File: src/rtl/zx_video_pkg.sv
// Shared constants, types and IO decode for the ZX80/ZX81 video engine.
package zx_video_pkg;

   localparam int unsigned LINE_CLKS_DEF = 207;
   localparam int unsigned HS_START_DEF  = 16;
   localparam int unsigned HS_END_DEF    = 31;
   localparam int unsigned BP_PIX_DEF    = 31;
   localparam int unsigned ROW_W         = 3;
   localparam int unsigned CHAR_IDX_W    = 6;

   typedef logic [ROW_W-1:0] row_t;

   typedef struct packed {
      logic io_wr;    // any OUT
      logic kbd_rd;   // IN from an even port (keyboard)
      logic nmi_sel;  // OUT FE / OUT FD
   } io_dec_t;

   function automatic io_dec_t zx_io_decode(input logic iorq_n, input logic rd_n,
                                            input logic wr_n, input logic [1:0] a);
      io_dec_t d;
      d.io_wr   = !iorq_n && !wr_n;
      d.kbd_rd  = !iorq_n && !rd_n && !a[0];
      d.nmi_sel = d.io_wr && (a[0] ^ a[1]);
      return d;
   endfunction

endpackage

File: src/rtl/zx_video_engine_if.sv
// Z80 bus view shared between the CPU side (master) and the video engine (slave).
interface zx_video_engine_if;
   logic [15:0] addr;
   logic        m1_n;
   logic        mreq_n;
   logic        iorq_n;
   logic        rd_n;
   logic        wr_n;
   logic        rfsh_n;
   logic        halt_n;
   logic [7:0]  mem_data;
   logic        nop_force;
   logic        nmi_n;
   logic        wait_n;

   modport master (
      output addr, m1_n, mreq_n, iorq_n, rd_n, wr_n, rfsh_n, halt_n, mem_data,
      input  nop_force, nmi_n, wait_n
   );

   modport slave (
      input  addr, m1_n, mreq_n, iorq_n, rd_n, wr_n, rfsh_n, halt_n, mem_data,
      output nop_force, nmi_n, wait_n
   );
endinterface

File: src/rtl/zx_sync_gen.sv
// Line counter, horizontal/vertical sync, NMI latch and NMI/WAIT generation.
module zx_sync_gen
   import zx_video_pkg::*;
#(
   parameter int unsigned LINE_CLKS = LINE_CLKS_DEF,
   parameter int unsigned HS_START  = HS_START_DEF,
   parameter int unsigned HS_END    = HS_END_DEF,
   parameter int unsigned CNT_W     = $clog2(LINE_CLKS)
) (
   input  logic       clk,
   input  logic       rst,
   input  logic       ce_cpu_n,
   input  logic       zx81,
   input  logic [1:0] addr_lo,
   input  logic       m1_n,
   input  logic       iorq_n,
   input  logic       rd_n,
   input  logic       wr_n,
   input  logic       halt_n,
   output logic       csync,
   output logic       vsync_n,
   output logic       nmi_n,
   output logic       wait_n,
   output logic       nmi_on
);

   logic [CNT_W-1:0] count;
   logic             hsync_n;
   io_dec_t          io;

   assign io = zx_io_decode(iorq_n, rd_n, wr_n, addr_lo);

   // Interrupt acknowledge realigns the line to the CPU, taking priority over counting.
   always_ff @(posedge clk or posedge rst) begin
      if (rst) begin
         count <= '0;
      end else if (ce_cpu_n) begin
         if (count == CNT_W'(LINE_CLKS - 1) || (!m1_n && !iorq_n))
            count <= '0;
         else
            count <= count + CNT_W'(1);
      end
   end

   always_ff @(posedge clk or posedge rst) begin
      if (rst)
         nmi_on <= 1'b0;
      else if (zx81 && io.nmi_sel)
         nmi_on <= addr_lo[1];
   end

   always_ff @(posedge clk or posedge rst) begin
      if (rst) begin
         vsync_n <= 1'b1;
      end else if (!zx81 || !nmi_on) begin
         if (io.kbd_rd)
            vsync_n <= 1'b0;
         else if (io.io_wr)
            vsync_n <= 1'b1;
      end
   end

   assign hsync_n = !((count >= CNT_W'(HS_START)) && (count <= CNT_W'(HS_END)));
   assign csync   = hsync_n & vsync_n;
   assign nmi_n   = !(zx81 && nmi_on && !hsync_n);
   assign wait_n  = !(halt_n && !nmi_n);

endmodule

File: src/rtl/zx_video_engine.sv
// ZX80/ZX81 display engine: NOP forcing, char ROM addressing, row counter, pixel shifter.
// Optional ZXVID_CHR128_EN adds the chr128 port for 128-glyph character sets.
module zx_video_engine
   import zx_video_pkg::*;
#(
   parameter int unsigned LINE_CLKS = LINE_CLKS_DEF,
   parameter int unsigned HS_START  = HS_START_DEF,
   parameter int unsigned HS_END    = HS_END_DEF,
   parameter int unsigned BP_PIX    = BP_PIX_DEF,
   parameter int unsigned INVERT    = 0,
   parameter int unsigned CNT_W     = $clog2(LINE_CLKS)
) (
   input  logic                 clk_sys,
   input  logic                 reset,
   input  logic                 ce_cpu_p,
   input  logic                 ce_cpu_n,
   input  logic                 ce_pix,
   input  logic                 zx81,
   zx_video_engine_if.slave     bus,
   output logic [12:0]          char_a,
   output logic                 csync,
   output logic                 vsync_n,
   output logic                 video
`ifdef ZXVID_CHR128_EN
   ,
   input  logic                 chr128
`endif
);

   localparam int unsigned BP_W = $clog2(BP_PIX + 1);

   logic            nmi_on;
   logic            nop_term;
   logic [7:0]      chr;
   logic            nop_store;
   row_t            row;
   logic            csync_d;
   logic            start;
   logic            start_d;
   logic [7:0]      shift;
   logic            inverse;
   logic [BP_W-1:0] bp;
   logic            glyph128;
   logic            unused_bits;

`ifdef ZXVID_CHR128_EN
   assign glyph128 = chr128;
`else
   assign glyph128 = 1'b0;
`endif

   assign unused_bits = ^{bus.addr[14:13], chr[6]};

   zx_sync_gen #(
      .LINE_CLKS (LINE_CLKS),
      .HS_START  (HS_START),
      .HS_END    (HS_END),
      .CNT_W     (CNT_W)
   ) u_sync (
      .clk      (clk_sys),
      .rst      (reset),
      .ce_cpu_n (ce_cpu_n),
      .zx81     (zx81),
      .addr_lo  (bus.addr[1:0]),
      .m1_n     (bus.m1_n),
      .iorq_n   (bus.iorq_n),
      .rd_n     (bus.rd_n),
      .wr_n     (bus.wr_n),
      .halt_n   (bus.halt_n),
      .csync    (csync),
      .vsync_n  (vsync_n),
      .nmi_n    (bus.nmi_n),
      .wait_n   (bus.wait_n),
      .nmi_on   (nmi_on)
   );

   assign nop_term      = bus.addr[15] & ~bus.mem_data[6] & bus.halt_n;
   assign bus.nop_force = nop_term & ~bus.m1_n & ~bus.mreq_n;

   always_ff @(posedge clk_sys or posedge reset) begin
      if (reset) begin
         chr       <= '0;
         nop_store <= 1'b0;
      end else if (bus.rfsh_n && !bus.mreq_n && ce_cpu_n) begin
         chr       <= bus.mem_data;
         nop_store <= nop_term;
      end
   end

   always_comb begin
      char_a = bus.addr[12:0];
      if (!bus.rfsh_n)
         char_a = {bus.addr[12:10], (glyph128 ? chr[7] : bus.addr[9]),
                   chr[CHAR_IDX_W-1:0], row};
   end

   always_ff @(posedge clk_sys or posedge reset) begin
      if (reset) begin
         csync_d <= 1'b1;
         row     <= '0;
      end else begin
         csync_d <= csync;
         if (!vsync_n)
            row <= '0;
         else if (csync_d && !csync)
            row <= row + row_t'(1);
      end
   end

   assign start = bus.mreq_n & nop_store & ce_cpu_p & (~zx81 | ~nmi_on);

   // A load takes precedence over both the pixel shift and the inverse clear.
   always_ff @(posedge clk_sys or posedge reset) begin
      if (reset) begin
         start_d <= 1'b0;
         shift   <= '0;
         inverse <= 1'b0;
      end else begin
         start_d <= start;
         if (start && !start_d) begin
            shift   <= bus.mem_data;
            inverse <= chr[7] & ~glyph128;
         end else begin
            if (ce_pix)
               shift <= {shift[6:0], 1'b0};
            if (bus.mreq_n && ce_cpu_p)
               inverse <= 1'b0;
         end
      end
   end

   always_ff @(posedge clk_sys or posedge reset) begin
      if (reset)
         bp <= BP_W'(1);
      else if (!csync_d && csync)
         bp <= BP_W'(1);
      else if (ce_pix && bp != '0)
         bp <= (bp == BP_W'(BP_PIX)) ? '0 : bp + BP_W'(1);
   end

   assign video = ((INVERT == 0) ^ shift[7] ^ inverse) & (bp == '0) & csync;

endmodule

File: src/flat_wrapper.sv
// flat-port wrapper written by rule: the top's interface ports become plain ports
module zx_video_engine_flat import zx_video_pkg::*;
#(
   parameter int unsigned LINE_CLKS = LINE_CLKS_DEF,
   parameter int unsigned HS_START  = HS_START_DEF,
   parameter int unsigned HS_END    = HS_END_DEF,
   parameter int unsigned BP_PIX    = BP_PIX_DEF,
   parameter int unsigned INVERT    = 0,
   parameter int unsigned CNT_W     = $clog2(LINE_CLKS)
)
  (clk_sys, reset, ce_cpu_p, ce_cpu_n, ce_pix, zx81, char_a, csync, vsync_n, video, bus_addr, bus_m1_n, bus_mreq_n, bus_iorq_n, bus_rd_n, bus_wr_n, bus_rfsh_n, bus_halt_n, bus_mem_data, bus_nop_force, bus_nmi_n, bus_wait_n);
  zx_video_engine_if bus_i ();
  input  logic clk_sys;
  input  logic reset;
  input  logic ce_cpu_p;
  input  logic ce_cpu_n;
  input  logic ce_pix;
  input  logic zx81;
  output logic [12:0] char_a;
  output logic csync;
  output logic vsync_n;
  output logic video;
  input wire logic [$bits(bus_i.addr)-1:0] bus_addr;
  input wire logic [$bits(bus_i.m1_n)-1:0] bus_m1_n;
  input wire logic [$bits(bus_i.mreq_n)-1:0] bus_mreq_n;
  input wire logic [$bits(bus_i.iorq_n)-1:0] bus_iorq_n;
  input wire logic [$bits(bus_i.rd_n)-1:0] bus_rd_n;
  input wire logic [$bits(bus_i.wr_n)-1:0] bus_wr_n;
  input wire logic [$bits(bus_i.rfsh_n)-1:0] bus_rfsh_n;
  input wire logic [$bits(bus_i.halt_n)-1:0] bus_halt_n;
  input wire logic [$bits(bus_i.mem_data)-1:0] bus_mem_data;
  output wire logic [$bits(bus_i.nop_force)-1:0] bus_nop_force;
  output wire logic [$bits(bus_i.nmi_n)-1:0] bus_nmi_n;
  output wire logic [$bits(bus_i.wait_n)-1:0] bus_wait_n;
  assign bus_i.addr = bus_addr;
  assign bus_i.m1_n = bus_m1_n;
  assign bus_i.mreq_n = bus_mreq_n;
  assign bus_i.iorq_n = bus_iorq_n;
  assign bus_i.rd_n = bus_rd_n;
  assign bus_i.wr_n = bus_wr_n;
  assign bus_i.rfsh_n = bus_rfsh_n;
  assign bus_i.halt_n = bus_halt_n;
  assign bus_i.mem_data = bus_mem_data;
  assign bus_nop_force = bus_i.nop_force;
  assign bus_nmi_n = bus_i.nmi_n;
  assign bus_wait_n = bus_i.wait_n;
  zx_video_engine #(.LINE_CLKS(LINE_CLKS), .HS_START(HS_START), .HS_END(HS_END), .BP_PIX(BP_PIX), .INVERT(INVERT), .CNT_W(CNT_W)) u_core (.clk_sys(clk_sys), .reset(reset), .ce_cpu_p(ce_cpu_p), .ce_cpu_n(ce_cpu_n), .ce_pix(ce_pix), .zx81(zx81), .bus(bus_i), .char_a(char_a), .csync(csync), .vsync_n(vsync_n), .video(video));
endmodule
File: config.mk
export PLATFORM = sky130hd
export DESIGN_NAME = zx_video_engine_flat
export DESIGN_NICKNAME = d
export VERILOG_FILES = /design/src/rtl/zx_video_pkg.sv /design/src/rtl/zx_video_engine_if.sv /design/src/rtl/zx_sync_gen.sv /design/src/rtl/zx_video_engine.sv /design/src/flat_wrapper.sv
export SDC_FILE = /design/constraint.sdc
export NUM_CORES = 1
export LEC_CHECK = 0
export ABC_AREA = 0
export BUFFER_PORTS_ARGS = -buffer_cell sky130_fd_sc_hd__buf_4
export CORE_AREA = 2 2 63 77
export CTS_CLUSTER_DIAMETER = 120
export DETAILED_ROUTE_END_ITERATION = 7
export DIE_AREA = 0 0 65 79
export MAX_ROUTING_LAYER = met4
export PLACE_DENSITY = 0.73
export SETUP_SLACK_MARGIN = 0.4
export SYNTH_ARGS = -nofsm -noshare
export SYNTH_HDL_FRONTEND = slang
export SYNTH_HIERARCHICAL = 1
export SYNTH_SLANG_ARGS = --single-unit
File: constraint.sdc
create_clock -name clk_sys -period 2.3 [get_ports clk_sys]
set_input_delay 0.46 -clock clk_sys [delete_from_list [all_inputs] [get_ports clk_sys]]
set_output_delay 0.46 -clock clk_sys [all_outputs]
set_load 0.005 [all_outputs]
==> flow_summary.toml <==
[timing]
period_share_pct = 86.7
rsz0062_at_grt = "true"
timing.final.ws_setup_ns = 0.307
fin_crit_ns = 1.99
hold_viol_final = 0
max-slew-margin-rel_pct = 66.9
fmax_mhz = 502
skew_ns = 0.00258
setup_violations = 0
worst_pin_slew_ns = 0.496
finalSetupTns_ns = 0
slew_violations = 0

[clock_tree]
path_clk_slew_ns = 0.07
worstSkewPairLatency_ns = 0.28
numCtsBuffers = 5
clock-sinks = 37
clockRootBuffer = "clkbuf_8"
cts_tree = "yes"
htree_levels = 2
cts_buffer_depth = 2

[min_path]
hp-class = "primary input to asynchronous set/reset pin"

[outcome]
outcome = "completed"

[setup_path]
r2r_setup_slack_ns = 0.55
startpoint_type = "flip-flop"
crit_family = "simple AND/OR/NAND/NOR gates"
worst-setup-path-type = "flip-flop to output pin"
r2r_start = "u_core/u_sync/count[0]"
crit_slowest_cell = "or4b_4"
crit_arrival_ns = 1.53
worstPathCellList = "inv_2 -> ha_4 -> or4b_4 -> nor2_1 -> buf_4"
worstRegToRegCells = 6
critPathBufInv = 2
cp-end-kind = "output pin"
required_ns = 1.84
worstPathMaxFanout = 2
rr_endpoint = "u_core/u_sync/count[7]"
cpPeakStageDelay_ns = 0.45

[finish]
drive_gt1_share_pct = 48.8
syn_to_final_growth_pct = 26.9
instances_no_fill = 298
final_util_pct = 61.8
diodes = 0
final_nets = 283

[pwr]
p_leak_nw = 1.34
p_total_w = 0.00220
ir_drop_v = 0.000499
power_density_nw_per_um2 = 803

[floorplanning]
die_h_um = 79
initial_core_util_pct = 48.7
io_pins = 56
num_rows = 27
die_w_um = 65
die_area_um2 = 5140
core_um2 = 4430

[place]
io_buffers = 45
dp_slack_ns = 0.323
placed_cells = 282
gp_congestion = 0.847
dp_hpwl_mm = 3.27

[global_route]
grt_pass1_wl_mm = 7.42
antenna_found_initial = 0
grt_pass1_vias = 1587
grt_max_degree = 25
overflow = 0
grtUsageTotal_pct = 19.3

[route]
totalWireLength_mm = 4.40
post-route-drc-count = 0
vias = 1597
drt_iter0_drc = 94
wl_per_cell_um = 14.8
antenna_left = 0
detail_route.vias_per_cell = 5.36
first_pass_iters = 4

[synth]
yosysWarnings = 6
yosys-top-cells-count = "dfrtp_1 (34), mux2_2 (23), inv_1 (11)"
synth_cell_types = 51
syn_avg_cell_area_um2 = 11.5
synthFlopType = "dfrtp_1"
syn_inst = 188
mappedNetlistNets = 232
yosysMostFrequentCell = "dfrtp_1"
yosysTopAreaCellShare_pct = 39.5
synth_top_area_cell = "dfrtp_1"
seq_area_frac_synth_pct = 43.1
synthTopCellsByArea = "dfrtp_1 (39%), mux2_2 (12%), mux2_4 (5.6%)"
synth-seq-cells = 37
synth_edf_count = 0
synthArstFlopShare_pct = 100
netlist_area_um2 = 2160

[run]
drv_cap = 0
==> worst max path at each step <==
stage	start	endpoint	slack, ns	cells past startpoint
after floorplan	u_core/bp[1]	video	0.55	5
after global placement	u_core/u_sync/count[5]	video	0.35	5
after detailed placement	u_core/u_sync/count[5]	video	0.32	5
after CTS	u_core/bp[1]	video	0.31	5
after global routing	u_core/bp[1]	video	0.25	5
final	u_core/bp[1]	video	0.31	5
==> sequential cells by signal, summed over array words and instances (netlist names), 3 cells and up <==
register,cells
u_core/shift,8
u_core/u_sync/count,8
u_core/chr,7
u_core/bp,5
u_core/row,3
==> logic make-up (layout without fill, tap and decap cells) <==
kind of cell	Yosys count	after routing	share of synthesized area, %
XOR/XNOR	3	3	1.22
AO/OA/AOI/OAI	29	29	10.6
flip-flops	37	37	43.1
AND/OR/NAND/NOR	57	57	16.8
buffers and inverters	21	73	5.22
adder cells (fa/ha/maj)	7	7	4.06
multiplexers	34	34	19.0
==> per-stage QoR <==
| stage | area, um^2 | hold slack [ns] |
|---|---|---|
| after floorplan | 2160 | 0.299 |
| after global placement | 2500 | 0.358 |
| after detailed placement | 2500 | 0.358 |
| after CTS | 2700 | 0.0451 |
| after global routing | 2740 | 0.0444 |
| final | 2740 | 0.0524 |
==> cell type report <==
| type | count | area (um^2) |
|---|---|---|
| fillers | 372 | 1690 |
| multi-input cells | 130 | 1150 |
| flip-flops and latches | 37 | 933 |
| repair buffers | 54 | 405 |
| well taps | 58 | 72.6 |
| clock buffers | 5 | 68.8 |
| clock inverters | 3 | 65.1 |
| inverters | 11 | 41.3 |
==> what timing repair did <==
action / 4_1_cts / 5_1_grt
setup endpoints to repair: 7 / 4
pin swaps: 2 / 2
resized for setup: 9 / 2
hold buffers: 0 / 0
buffers inserted: 4 / 4
cloned: 0 / 0
==> layer usage <==
layer / wire [um] / vias up / track usage [%] / part of all wire [%]
li1: - / 774 / - / -
met1: 1900 / 789 / 23.7 / 43
met2: 2330 / 32 / 32.0 / 53
met3: 154 / 2 / 3.82 / 3.5
met4: 23 / 0 / 6.17 / 0.52
met5: 0 / - / - / 0
==> cell usage in the layout (no fill, tap or decap), drive strengths merged, types with 2 or more instances in the layout <==
master / Yosys / layout
nand4: 3 / 3
a31oi: 2 / 2
a21o: 4 / 4
a21oi: 4 / 4
inv: 11 / 11
o21ai: 8 / 8
ha: 7 / 7
nor2b: 6 / 6
xnor2: 2 / 2
o311ai: 2 / 2
dfstp: 3 / 3
mux2: 31 / 31
bufinv: 0 / 2
and2: 2 / 2
nand3: 8 / 8
nand2b: 2 / 2
dfrtp: 34 / 34
nand2: 8 / 8
buf: 9 / 54
mux2i: 3 / 3
nand3b: 3 / 3
or2: 2 / 2
clkbuf: 1 / 5
nor2: 5 / 5
o22ai: 3 / 3
nor3b: 4 / 4
and3: 5 / 5
==> power by group <==
| group | leakage [nW] | internal (W) | switching [W] | total [W] |
|---|---|---|---|---|
| combinational | 0.798 | 0.000363 | 0.000263 | 0.000626 |
| clock | 0.0681 | 0.000431 | 0.000229 | 0.000660 |
| sequential | 0.470 | 0.000785 | 0.000124 | 0.000909 |
Power figures use the tool's default switching activity.
